`src/rtl/instruction_fetch.sv`:
```
// Fetch stage: owns the PC, drives the instruction memory address and
// captures the returned word into the IF/ID register.
module instruction_fetch #(
  parameter int unsigned ADDR_WIDTH = 7,
  parameter int unsigned DATA_WIDTH = 32,
  parameter logic [ADDR_WIDTH-1:0] RESET_PC = '0,
  parameter logic [DATA_WIDTH-1:0] HALT_WORD = 32'hFFFF_FFFF,
  parameter int unsigned CNT_WIDTH = 16
) (
  input  logic                  clk,
  input  logic                  reset,
  input  logic                  stall,
  input  logic                  branch_taken,
  input  logic [ADDR_WIDTH-1:0] branch_target,
  input  logic [DATA_WIDTH-1:0] imem_data,
  output logic [ADDR_WIDTH-1:0] imem_addr,
  output logic                  imem_we,
  output logic [DATA_WIDTH-1:0] if_id_instr,
  output logic [ADDR_WIDTH-1:0] if_id_pc,
  output logic                  if_id_valid,
  output logic                  halted,
  output logic [CNT_WIDTH-1:0]  fetch_count
);

  typedef enum logic {
    RUN    = 1'b0,
    HALTED = 1'b1
  } state_t;

  state_t                state;
  logic [ADDR_WIDTH-1:0] pc;

  assign imem_addr = pc;
  assign imem_we   = 1'b0;

  // Priority on every edge: reset > branch_taken > stall > fetch.
  // halted mirrors the HALTED state and is the externally visible FSM state.
  always_ff @(posedge clk) begin
    if (reset) begin
      state       <= RUN;
      pc          <= RESET_PC;
      if_id_instr <= '0;
      if_id_pc    <= '0;
      if_id_valid <= 1'b0;
      halted      <= 1'b0;
      fetch_count <= '0;
    end else if (branch_taken) begin
      state       <= RUN;
      halted      <= 1'b0;
      pc          <= branch_target;
      if_id_instr <= '0;
      if_id_valid <= 1'b0;
    end else if (!stall) begin
      case (state)
        RUN: begin
          if_id_instr <= imem_data;
          if_id_pc    <= pc;
          if_id_valid <= 1'b1;
          if (!(&fetch_count)) begin
            fetch_count <= fetch_count + 1'b1;
          end
          // A halt word is delivered to decode, but the PC stops on it.
          if (imem_data == HALT_WORD) begin
            state  <= HALTED;
            halted <= 1'b1;
          end else begin
            pc <= pc + 1'b1;
          end
        end
        HALTED: begin
          if_id_instr <= '0;
          if_id_valid <= 1'b0;
        end
        default: begin
          state  <= RUN;
          halted <= 1'b0;
        end
      endcase
    end
  end

endmodule

```
`config.mk`:
```
export PLATFORM = sky130hd
export DESIGN_NAME = instruction_fetch
export DESIGN_NICKNAME = d
export VERILOG_FILES = /design/src/rtl/instruction_fetch.sv
export SDC_FILE = /design/constraint.sdc
export NUM_CORES = 1
export LEC_CHECK = 0
export ABC_AREA = 1
export BUFFER_PORTS_ARGS = -buffer_cell sky130_fd_sc_hd__buf_2
export CAP_MARGIN = 25
export CORE_UTILIZATION = 49
export DETAILED_ROUTE_END_ITERATION = 8
export PLACE_DENSITY_LB_ADDON = 0.05
export SYNTH_ARGS = -nofsm -noshare
export SYNTH_HDL_FRONTEND = slang
export SYNTH_SLANG_ARGS = --single-unit
export TNS_END_PERCENT = 20
```
`constraint.sdc`:
```
create_clock -name clk -period 1.69 [get_ports clk]
set_input_delay 0 -clock clk [delete_from_list [all_inputs] [get_ports clk]]
set_output_delay 0 -clock clk [all_outputs]
set_load 0.05 [all_outputs]
```
Word-level counts from Yosys, hierarchy flattened
Cells that the tools add are included.
{"block": "word_totals", "ff_bits": 65, "latchBits": 0, "ramBits": 0, "romBits": 0, "inputBits": 43, "output_inout_bits": 65, "mem_count": 0}
{"block": "classes", "n_addsub": 2, "multipliers": 0, "n_div": 0, "n_lt_le_gt_ge": 0, "eq_ne": 4, "shifts": 0, "muxes": 8, "n_bitwise": 4, "reduce_logical": 6}
{"operator": "$pmux 32 s2", "n": 1}
{"operator": "$eq 32x32->1 const B", "n": 1}
{"operator": "$mux 7", "n": 4}
{"operator": "$add 16x1->16 const B", "n": 1}
{"operator": "$reduce_and 16->1", "n": 1}
{"operator": "$reduce_and 3->1", "n": 3}
{"operator": "$add 7x1->7 const B", "n": 1}
{"operator": "$ne 2x2->1 const B", "n": 2}
{"operator": "$not 1->1", "n": 4}
{"operator": "$reduce_and 4->1", "n": 1}
{"operator": "$mux 1", "n": 2}
{"operator": "$ne 2x1->1 const B", "n": 1}
{"operator": "$pmux 1 s2", "n": 1}
{"operator": "$reduce_or 2->1", "n": 1}

Longest topological paths before layout
Gate-level depths: netlist (run 1).
{"block": "depth", "word_depth": 5, "mapped_depth": 10}

Worst setup path after synthesis (run 1)
Ideal clock, no wire load.
{"block": "synth_path", "path_type": "flip-flop to flip-flop", "from": "register fetch_count[0]", "to": "register fetch_count[1]", "setup_time_ps": 116, "arrival_time_ps": 1863, "t_required_ps": 1574, "slack_ps": -288, "path_stages_with_launch": 10, "n_path_buf": 1, "path_cell_list": "dfxtp_1 ha_1 nand3_1 nor3_4 nand2_2 nand2_4 inv_2 buf_6 nor2_1 nor2_1"}
{"block": "synth_between", "elab_chain_cells": 3, "word_cells_on_any_way": 4}
{"element": "from (decl)", "line": "22", "rtl": "output logic [CNT_WIDTH-1:0] fetch_count"}
{"element": "from (signal assigned)", "line": "60", "rtl": "fetch_count <= fetch_count + 1'b1;"}
{"element": "branches (longest 3 deep; another with $add 16x1->16)"}
Several ways; the timed one is not identified.
A chain may end at the register's enable or synchronous reset.

Worst setup path after layout (run 1)
{"block": "layout_path", "from": "register fetch_count[0]", "to": "register fetch_count[14]"}
The elaborated chain is that of the path after synthesis.

==> results.sh, run 1 <==
export IMPL_ir_drop_uv=525.9
export IMPL_clock_sinks=65
export IMPL_finClkSkew_ps=12.30
export IMPL_port_buffers=106
export IMPL_synth_xor_area_frac=0.03226
export IMPL_timing_rr_end="fetch_count[14]"
export IMPL_antenna_found_initial=0
export IMPL_seq_area_frac_synth=0.4357
export IMPL_area_growth_synth_to_final_pct=40.30
export IMPL_cts_buffers=9
export IMPL_track_usage=0.2708
export IMPL_power_density_nw_per_um2=845.0
export IMPL_grt_pass1_vias=3025
export IMPL_dieHeight_um=80.07
export IMPL_wl_per_cell_um=12.53
export IMPL_core_area_um2=5886
export IMPL_synth_mux_area_frac=0
export IMPL_hold_path_class="input pin to register"
export IMPL_detailedRoute_firstIterationViolations=183
export IMPL_synth_warnings=0
export IMPL_synth_fa_ha_area_frac=0.008379
export IMPL_outcome="finished with violations"
export IMPL_synth_seq_cells=65
export IMPL_crit_fanout=10
export IMPL_drt_pre_antenna_iters=4
export IMPL_arrival_ps=1810
export IMPL_synth_distinct_cells=30
export IMPL_h_tree_depth=3
export IMPL_clockRootBuffer="clkbuf_8"
export IMPL_via_per_inst=5.006
export IMPL_clk_latency_ps=350
export IMPL_die_area_um2=6411
export IMPL_grt_overflow_total=0
export IMPL_postCtsSetupBuffers=0
export IMPL_ff2ff_path_depth=8
export IMPL_drv_slew=0
export IMPL_diodes=0
export IMPL_endpoint_kind="register"
export IMPL_power_leakage_nw=1.987
export IMPL_ioPinCount=108
export IMPL_hold_viol=1
export IMPL_min_from="branch_target[1]"
export IMPL_grt_pass1_wl_um=13400
export IMPL_avgSynthCellArea_um2=6.850
export IMPL_synth_simple_gate_area_frac=0.3243
export IMPL_antenna_left=0
export IMPL_setup_viol=0
export IMPL_violations="hold timing"
export IMPL_startpoint="fetch_count[0]"
export IMPL_syn_nets=481
export IMPL_clockBufferDepth=2
export IMPL_wl_um=8297
export IMPL_dpl_hpwl_um=5338
export IMPL_grt_max_degree=36
export IMPL_min_period_over_period=0.9143
export IMPL_cp_start_kind="register"
export IMPL_critPathRequiredTime_ps=1950
export IMPL_routabilityCongestion=0.8580
export IMPL_rrSetupSlack_ps=140
export IMPL_max_cap_violations=0
export IMPL_grt_setup_unrepaired="no"
export IMPL_nets=627
export IMPL_netlist_instances=436
export IMPL_path_class="register to register"
export IMPL_rr_startpoint="fetch_count[0]"
export IMPL_layout_cells_most_common="nand2_1"
export IMPL_start_util=0.5074
export IMPL_cts_tree="done"
export IMPL_row_count=28
export IMPL_clk_pin_slew_ps=70
export IMPL_synth_compound_area_share=0.1278
export IMPL_final_cell_mix="nand2_1, buf_2, a21oi_1"
export IMPL_die_w_um=80.07
export IMPL_post_route_drc_count=0
export IMPL_hold_depth=5
export IMPL_synth_top_family_by_area="simple AND/OR/NAND/NOR gates"
export IMPL_worst_hold_slack_ps=-0.6233
export IMPL_finalCriticalPeriod_ps=1545
export IMPL_holdPathEnd="imem_addr[1]"
export IMPL_vias=3314
export IMPL_drive_gt1_frac=0.2606
export IMPL_clock_fmax_ghz=0.6472
export IMPL_finalSetupTns_ps=0
export IMPL_netlist_area_um2=2987
-- kinds of logic (layout without fill, tap and decap cells) --
kind of cell,count (synthesis),in the layout
fa+ha+maj,2,2
other cells,1,1
xor+xnor,11,11
compound gates,74,74
buf+inv,47,198
flops,65,65
simple gates,236,236
-- registers in the layout, indices dropped and copies added, names as in the netlist --
register     flops
fetch_count     16
if_id_valid      1
if_id_instr     32
imem_addr        7
state            1
if_id_pc         7
halted           1
-- per-layer routing --
| metal | GRT usage | up-vias | share of wire | wire, um |
|---|---|---|---|---|
| li1 | - | 1680 | - | - |
| met1 | 0.3136 | 1527 | 0.42 | 3478 |
| met2 | 0.4761 | 97 | 0.51 | 4264 |
| met3 | 0.07614 | 10 | 0.057 | 469 |
| met4 | 0.09286 | 0 | 0.010 | 85 |
| met5 | 0 | - | 0 | 0 |
-- worst max-delay path: stages (launching register included) --
cell	delay [ps]
dfxtp_4	380
ha_1	220
nand3_2	140
nor3_4	160
nand2_2	90
nand2_4	120
buf_4	160
nand2_1	50
a21oi_1	140
-- power breakdown --
part	total [W]	switching, W	internal, W
sequential	0.00162	0.0000398	0.00158
combinational	0.000600	0.000401	0.000199
clock	0.00132	0.000574	0.000742
total	0.00354	0.00101	0.00253
-- cells in the mapped netlist, drive strengths merged --
| library cell | number | area share |
|---|---|---|
| a211oi | 1 | 0.0025 |
| nor2 | 39 | 0.052 |
| nand3b | 3 | 0.0075 |
| xnor2 | 3 | 0.0088 |
| nand3 | 15 | 0.025 |
| o21ai | 12 | 0.020 |
| inv | 27 | 0.034 |
| conb | 1 | 0.0013 |
| dfxtp | 65 | 0.44 |
| o21bai | 1 | 0.0025 |
| nand2 | 168 | 0.21 |
| buf | 12 | 0.026 |
| and2 | 2 | 0.0042 |
| a21oi | 59 | 0.10 |
| a21boi | 1 | 0.0025 |
| xor2 | 8 | 0.023 |
| clkinv | 1 | 0.0013 |
| ha | 2 | 0.0084 |
| nor3 | 3 | 0.0088 |
| clkbuf | 7 | 0.0088 |
| nand4 | 6 | 0.013 |
-- final cells by class --
cell class              count  area [um2]
clock buffers              15       197.7
clock inverters             1       5.005
fillers                   507        1695
inverters                  28       105.1
multi-input cells         324        1488
flip-flops and latches     65        1320
well taps                  75       93.84
repair buffers            154       980.9
-- what timing repair did --
item                                   4_1_cts  5_1_grt
setup endpoints to repair                    0        5
hold buffers                                36        0
endpoints found under the hold margin       36        0
gates resized for setup                      0        3
-- per-stage QoR --
step	instance area [um2]	worst slack (ps)	utilization	total power, W	std cells
floorplan	3005	3.790	-	0.002034	436
global placement	3615	207.9	0.6142	0.002177	610
detailed placement	3615	152.0	0.6142	0.002185	610
CTS	4178	114.3	0.7098	0.003555	662
global route	4190	14.88	0.7119	0.003688	662
finish	4190	144.8	0.7119	0.003541	662
-- worst max-delay path by stage --
stage               slack (ps)  cells past startpoint              end
floorplan                    4                     10  fetch_count[11]
global placement           210                      8  fetch_count[14]
detailed placement         150                      8   fetch_count[1]
CTS                        110                      8   fetch_count[1]
global route                10                      9  fetch_count[14]
finish                     140                      8  fetch_count[14]
Note: power is estimated with default switching activity, not from simulation.
==> inputs of run 2 (changes only) <==
clock period = 1.5 ns   (was 1.69 ns; I/O delays follow)
==> run 2 against run 1 <==
Design area grew 2.5%; first-iteration DRC count is 4.4% lower; highest routed layer unchanged; critical path depth did not move; clock-buffer cell count decreased by 4; non-clock buffer count is 9 higher; the run now ends clean; sequential share of layout area fell by 0.62 points; routed wire length decreased by 4.9%; total power grew 9.4%; sequential power is 13% higher; critical endpoint is now fetch_count[11]; core utilization rose by 1.8 points; clock skew decreased by 5.1 ps; global-route usage decreased by 2.1 points.
==> results.sh, run 2 (synthesis results as in run 1) <==
export IMPL_outcome="complete, no violations"
export IMPL_drive_gt1_frac=0.2824
export IMPL_area_growth_synth_to_final_pct=43.78
export IMPL_setup_ws_ps=123.2
export IMPL_holdPathEnd="imem_addr[0]"
export IMPL_crit_fanout=6
export IMPL_max_cap_violations=0
export IMPL_dpl_hpwl_um=5054
export IMPL_postLayoutCoreUtil=0.7296
export IMPL_placedInstanceArea_um2=3671
export IMPL_clock_fmax_ghz=0.7263
export IMPL_power_leakage_nw=2.025
export IMPL_arrival_ps=1640
export IMPL_layout_cells_most_common="nand2_1"
export IMPL_clk_pin_slew_ps=70
export IMPL_die_area_um2=6411
export IMPL_dpl_worst_slack_ps=47.98
export IMPL_clockRootBuffer="clkbuf_8"
export IMPL_grt_pass1_wl_um=12340
export IMPL_port_buffers=106
export IMPL_min_from="branch_target[0]"
export IMPL_cts_buffers=9
export IMPL_wl_per_cell_um=11.77
export IMPL_grt_overflow_total=0
export IMPL_crit_path_max_incr_delay_ps=380
export IMPL_drv_slew=0
export IMPL_setup_viol=0
export IMPL_rrSetupSlack_ps=120
export IMPL_die_w_um=80.07
export IMPL_clk_latency_ps=340
export IMPL_grt_setup_unrepaired="no"
export IMPL_ir_drop_uv=549.8
export IMPL_rr_startpoint="fetch_count[0]"
export IMPL_timing_rr_end="fetch_count[11]"
export IMPL_via_per_inst=4.867
export IMPL_crit_family="simple AND/OR/NAND/NOR gates"
export IMPL_hold_viol=0
export IMPL_vias=3261
export IMPL_max_flop_register="if_id_instr"
export IMPL_finalCriticalPeriod_ps=1377
export IMPL_finalSetupTns_ps=0
export IMPL_p_clk_frac=0.348
export IMPL_path_class="register to register"
export IMPL_largest_reg_flops=32
export IMPL_clock_sinks=65
export IMPL_ioPinCount=108
export IMPL_clockBufferDepth=2
export IMPL_drt_pre_antenna_iters=4
export IMPL_power_density_nw_per_um2=902.4
export IMPL_min_period_over_period=0.9179
export IMPL_routabilityCongestion=0.8678
export IMPL_nets=636
export IMPL_diodes=0
export IMPL_final_cell_mix="nand2_1, buf_2, a21oi_1"
export IMPL_cts_tree="done"
export IMPL_h_tree_depth=3
export IMPL_core_area_um2=5886
export IMPL_finClkSkew_ps=7.180
export IMPL_ff2ff_path_depth=8
export IMPL_hold_path_class="input pin to register"
export IMPL_cp_start_kind="register"
export IMPL_antenna_left=0
export IMPL_finalInstanceArea_um2=4294
export IMPL_endpoint_kind="register"
export IMPL_antenna_found_initial=0
export IMPL_worst_hold_slack_ps=14.72
export IMPL_p_comb_frac=0.179
export IMPL_track_usage=0.2496
export IMPL_detailedRoute_firstIterationViolations=175
export IMPL_top_regs="if_id_instr: 32 flops, fetch_count: 16 flops"
export IMPL_grt_max_degree=36
export IMPL_start_util=0.5074
export IMPL_critPathRequiredTime_ps=1760
export IMPL_row_count=28
export IMPL_dieHeight_um=80.07
export IMPL_post_route_drc_count=0
export IMPL_grt_pass1_vias=2748
export IMPL_p_seq_frac=0.472
export IMPL_internal_power_w=0.002707
export IMPL_slowest_stage="dfxtp_4"
export IMPL_cp_cell_sequence="ha_4 > nand3_4 > nor3_4 > nand2_2 > nand2_8 > buf_4 > nand2_1 > a21oi_1"
export IMPL_p_sw_w=0.001168
export IMPL_hold_depth=4
export IMPL_worst_path_buf_inv=1
export IMPL_switching_share=0.3015
export IMPL_wl_um=7888
run 2: power groups by stage:
stage	clock network, W	registers [W]	logic (W)
floorplan	0	0.00207	0.000222
global placement	0	0.00187	0.000592
detailed placement	0	0.00187	0.000597
CTS	0.00138	0.00183	0.000672
global route	0.00145	0.00184	0.000753
finish	0.00135	0.00183	0.000695
run 2: layout make-up:
| cell class | instances | area (um2) |
|---|---|---|
| fillers | 514 | 1592 |
| multi-input cells | 324 | 1519 |
| flip-flops and latches | 65 | 1326 |
| repair buffers | 163 | 1067 |
| clock buffers | 11 | 151.4 |
| inverters | 28 | 107.6 |
| well taps | 75 | 93.84 |
| clock inverters | 4 | 28.78 |
run 2: timing repair:
action,CTS,global route
endpoints found under the setup margin,0,21
setup buffers,0,5
hold buffers,37,0
endpoints found under the hold margin,37,0
gates resized for setup,0,5
run 2: worst max path at each step:
stage	startpoint	endpoint	slack [ps]	cells past startpoint
finish	fetch_count[0]	fetch_count[11]	120	8
global route	fetch_count[11]	fetch_count[1]	20	9
CTS	imem_data[9]	imem_addr[1]	30	11
detailed placement	fetch_count[0]	fetch_count[11]	50	8
global placement	fetch_count[1]	fetch_count[1]	80	8
floorplan	fetch_count[1]	fetch_count[11]	-80	9
run 2: metrics by stage:
stage                     std cells  total power (W)
final                           670         0.003875
after global routing            670         0.004045
after CTS                       665         0.003878
after detailed placement        613         0.002465
after global placement          613         0.002458
after floorplan                 436         0.002295
run 2: layer usage:
layer / share of wire / routed length [um] / track usage
met3: 0.060 / 476 / 0.05455
met2: 0.47 / 3695 / 0.4094
met5: 0 / 0 / 0
met4: 0.010 / 82 / 0.09821
met1: 0.46 / 3634 / 0.3173
run 2: worst register-to-register path: cells and delay by family (launching register included):
kind	cells	cell delay (ps)
AO/OA/AOI/OAI	1	140
flip-flops	1	380
buffers and inverters	1	110
AND/OR/NAND/NOR	5	500
adder cells (fa/ha/maj)	1	160
==> inputs of run 3 (changes only) <==
CORE_UTILIZATION = 45   (was 49)
PLACE_DENSITY = 0.72   (was not set)
PLACE_DENSITY_LB_ADDON = not set   (was 0.05)
==> run 3 against run 2 <==
Design area increased by 0.29%; first-iteration DRC count decreased by 8.6%; critical path depth is 1 higher; routed wire length up 10%; sequential power about the same; sequential cell count unchanged; worst hold slack lost 8.4 ps; sequential share of layout area down 0.090 points; cell count is 0.60% lower; total power is 9.3% higher; worst setup slack lost 46 ps; critical path type unchanged; critical endpoint is now fetch_count[13].
==> results.sh, run 3 (synthesis results as in run 1) <==
export IMPL_outcome="complete, no violations"
export IMPL_cts_buffers=9
export IMPL_finClkSkew_ps=5.027
export IMPL_power_density_nw_per_um2=983.8
export IMPL_area_growth_synth_to_final_pct=44.20
export IMPL_diodes=0
export IMPL_die_area_um2=6966
export IMPL_finalSetupTns_ps=0
export IMPL_clock_sinks=65
export IMPL_cts_tree="done"
export IMPL_critPathRequiredTime_ps=1720
export IMPL_rrSetupSlack_ps=80
export IMPL_drive_gt1_frac=0.2801
export IMPL_nets=629
export IMPL_cp_start_kind="register"
export IMPL_fillers=549
export IMPL_dpl_hpwl_um=5507
export IMPL_port_buffers=106
export IMPL_dieHeight_um=83.47
export IMPL_finalCriticalPeriod_ps=1422
export IMPL_antenna_found_initial=0
export IMPL_ir_drop_uv=766.6
export IMPL_routabilityCongestion=0.8025
export IMPL_largest_reg_flops=32
export IMPL_clk_pin_slew_ps=70
export IMPL_worst_hold_slack_ps=6.268
export IMPL_grt_max_degree=36
export IMPL_clockRootBuffer="clkbuf_8"
export IMPL_power_leakage_nw=2.030
export IMPL_drv_slew=0
export IMPL_grt_pass1_wl_um=14390
export IMPL_hold_path_class="input pin to register"
export IMPL_hold_viol=0
export IMPL_endpoint_kind="register"
export IMPL_drt_pre_antenna_iters=4
export IMPL_grt_pass1_vias=3225
export IMPL_path_class="register to register"
export IMPL_track_usage=0.2511
export IMPL_ioPinCount=108
export IMPL_start_util=0.4677
export IMPL_wl_met2_um=4122
export IMPL_grt_overflow_total=0
export IMPL_core_area_um2=6386
export IMPL_min_period_over_period=0.9482
export IMPL_die_w_um=83.47
export IMPL_max_flop_register="if_id_instr"
export IMPL_clock_fmax_ghz=0.7031
export IMPL_row_count=29
export IMPL_wl_per_cell_um=13.05
export IMPL_vias=3324
export IMPL_via_per_inst=4.991
export IMPL_top_regs="if_id_instr: 32 flops, fetch_count: 16 flops"
export IMPL_wl_met3_um=548
export IMPL_top_layer="met4"
export IMPL_crit_fanout=15
export IMPL_clockBufferDepth=2
export IMPL_arrival_ps=1640
export IMPL_final_cell_mix="nand2_1, buf_2, a21oi_1"
export IMPL_wl_um=8690
export IMPL_h_tree_depth=3
export IMPL_grt_setup_unrepaired="yes"
export IMPL_wl_met1_um=3719
export IMPL_antenna_left=0
export IMPL_post_route_drc_count=0
export IMPL_max_cap_violations=0
export IMPL_postLayoutCoreUtil=0.6744
export IMPL_layout_cells_most_common="nand2_1"
export IMPL_clk_latency_ps=330
export IMPL_detailedRoute_firstIterationViolations=160
export IMPL_setup_viol=0
==> run 3: per-layer routing <==
metal | GRT usage | up-vias
met2 | 0.4076 | 127
li1 | - | 1685
met4 | 0.1279 | 0
met3 | 0.05143 | 31
met5 | 0 | -
met1 | 0.3163 | 1481
==> run 3: power breakdown <==
group	switching (W)	internal (W)	leakage, nW
clock	0.000691	0.00102	0.115
combinational	0.000458	0.000233	1.38
sequential	0.0000492	0.00178	0.539
total	0.00120	0.00304	2.03
==> run 3: stage by stage <==
stage / cell area [um2] / worst slack [ps] / power [W] / std cells
finish: 4307 / 77.70 / 0.004237 / 666
global route: 4307 / -23.32 / 0.004406 / 666
CTS: 4252 / 16.82 / 0.004242 / 664
detailed placement: 3651 / -23.78 / 0.002470 / 612
global placement: 3651 / 81.52 / 0.002460 / 612
floorplan: 3039 / -81.53 / 0.002295 / 436
==> run 3: worst max-delay path, stage by stage, from the launching register on <==
cell     delay, ps
dfxtp_2        380
nand2_1        110
nor2_2         140
inv_1           90
nor2_4         120
nand2_4        100
nand2_8        120
inv_4           90
nand2_1         90
a21oi_1         60
==> run 3: repair_timing <==
| item | 4_1_cts | 5_1_grt |
|---|---|---|
| endpoints found under the setup margin | 14 | 23 |
| gates resized for setup | 2 | 6 |
| pin swaps | 0 | 3 |
| buffers inserted | 0 | 1 |
| hold buffers | 36 | 0 |
| gates cloned | 0 | 1 |
| endpoints found under the hold margin | 36 | 0 |
==> run 3: final cells by class <==
cell class	instances	area, um2	area share
inverter	28	107.6	0.02499
timing repair buffer	155	1005	0.2333
clock buffer	11	151.4	0.03515
tap	77	96.34	0.02237
sequential	65	1326	0.3080
multi-input combinational	325	1543	0.3582
clock inverter	5	77.57	0.01801
==> run 3: path summary, 6_finish.rpt <==
kind	cells past startpoint	startpoint	to
max	9	fetch_count[9]	fetch_count[13]
min	5	branch_target[3]	imem_addr[3]
max reg2reg	9	fetch_count[9]	fetch_count[13]
min reg2reg	2	state	state
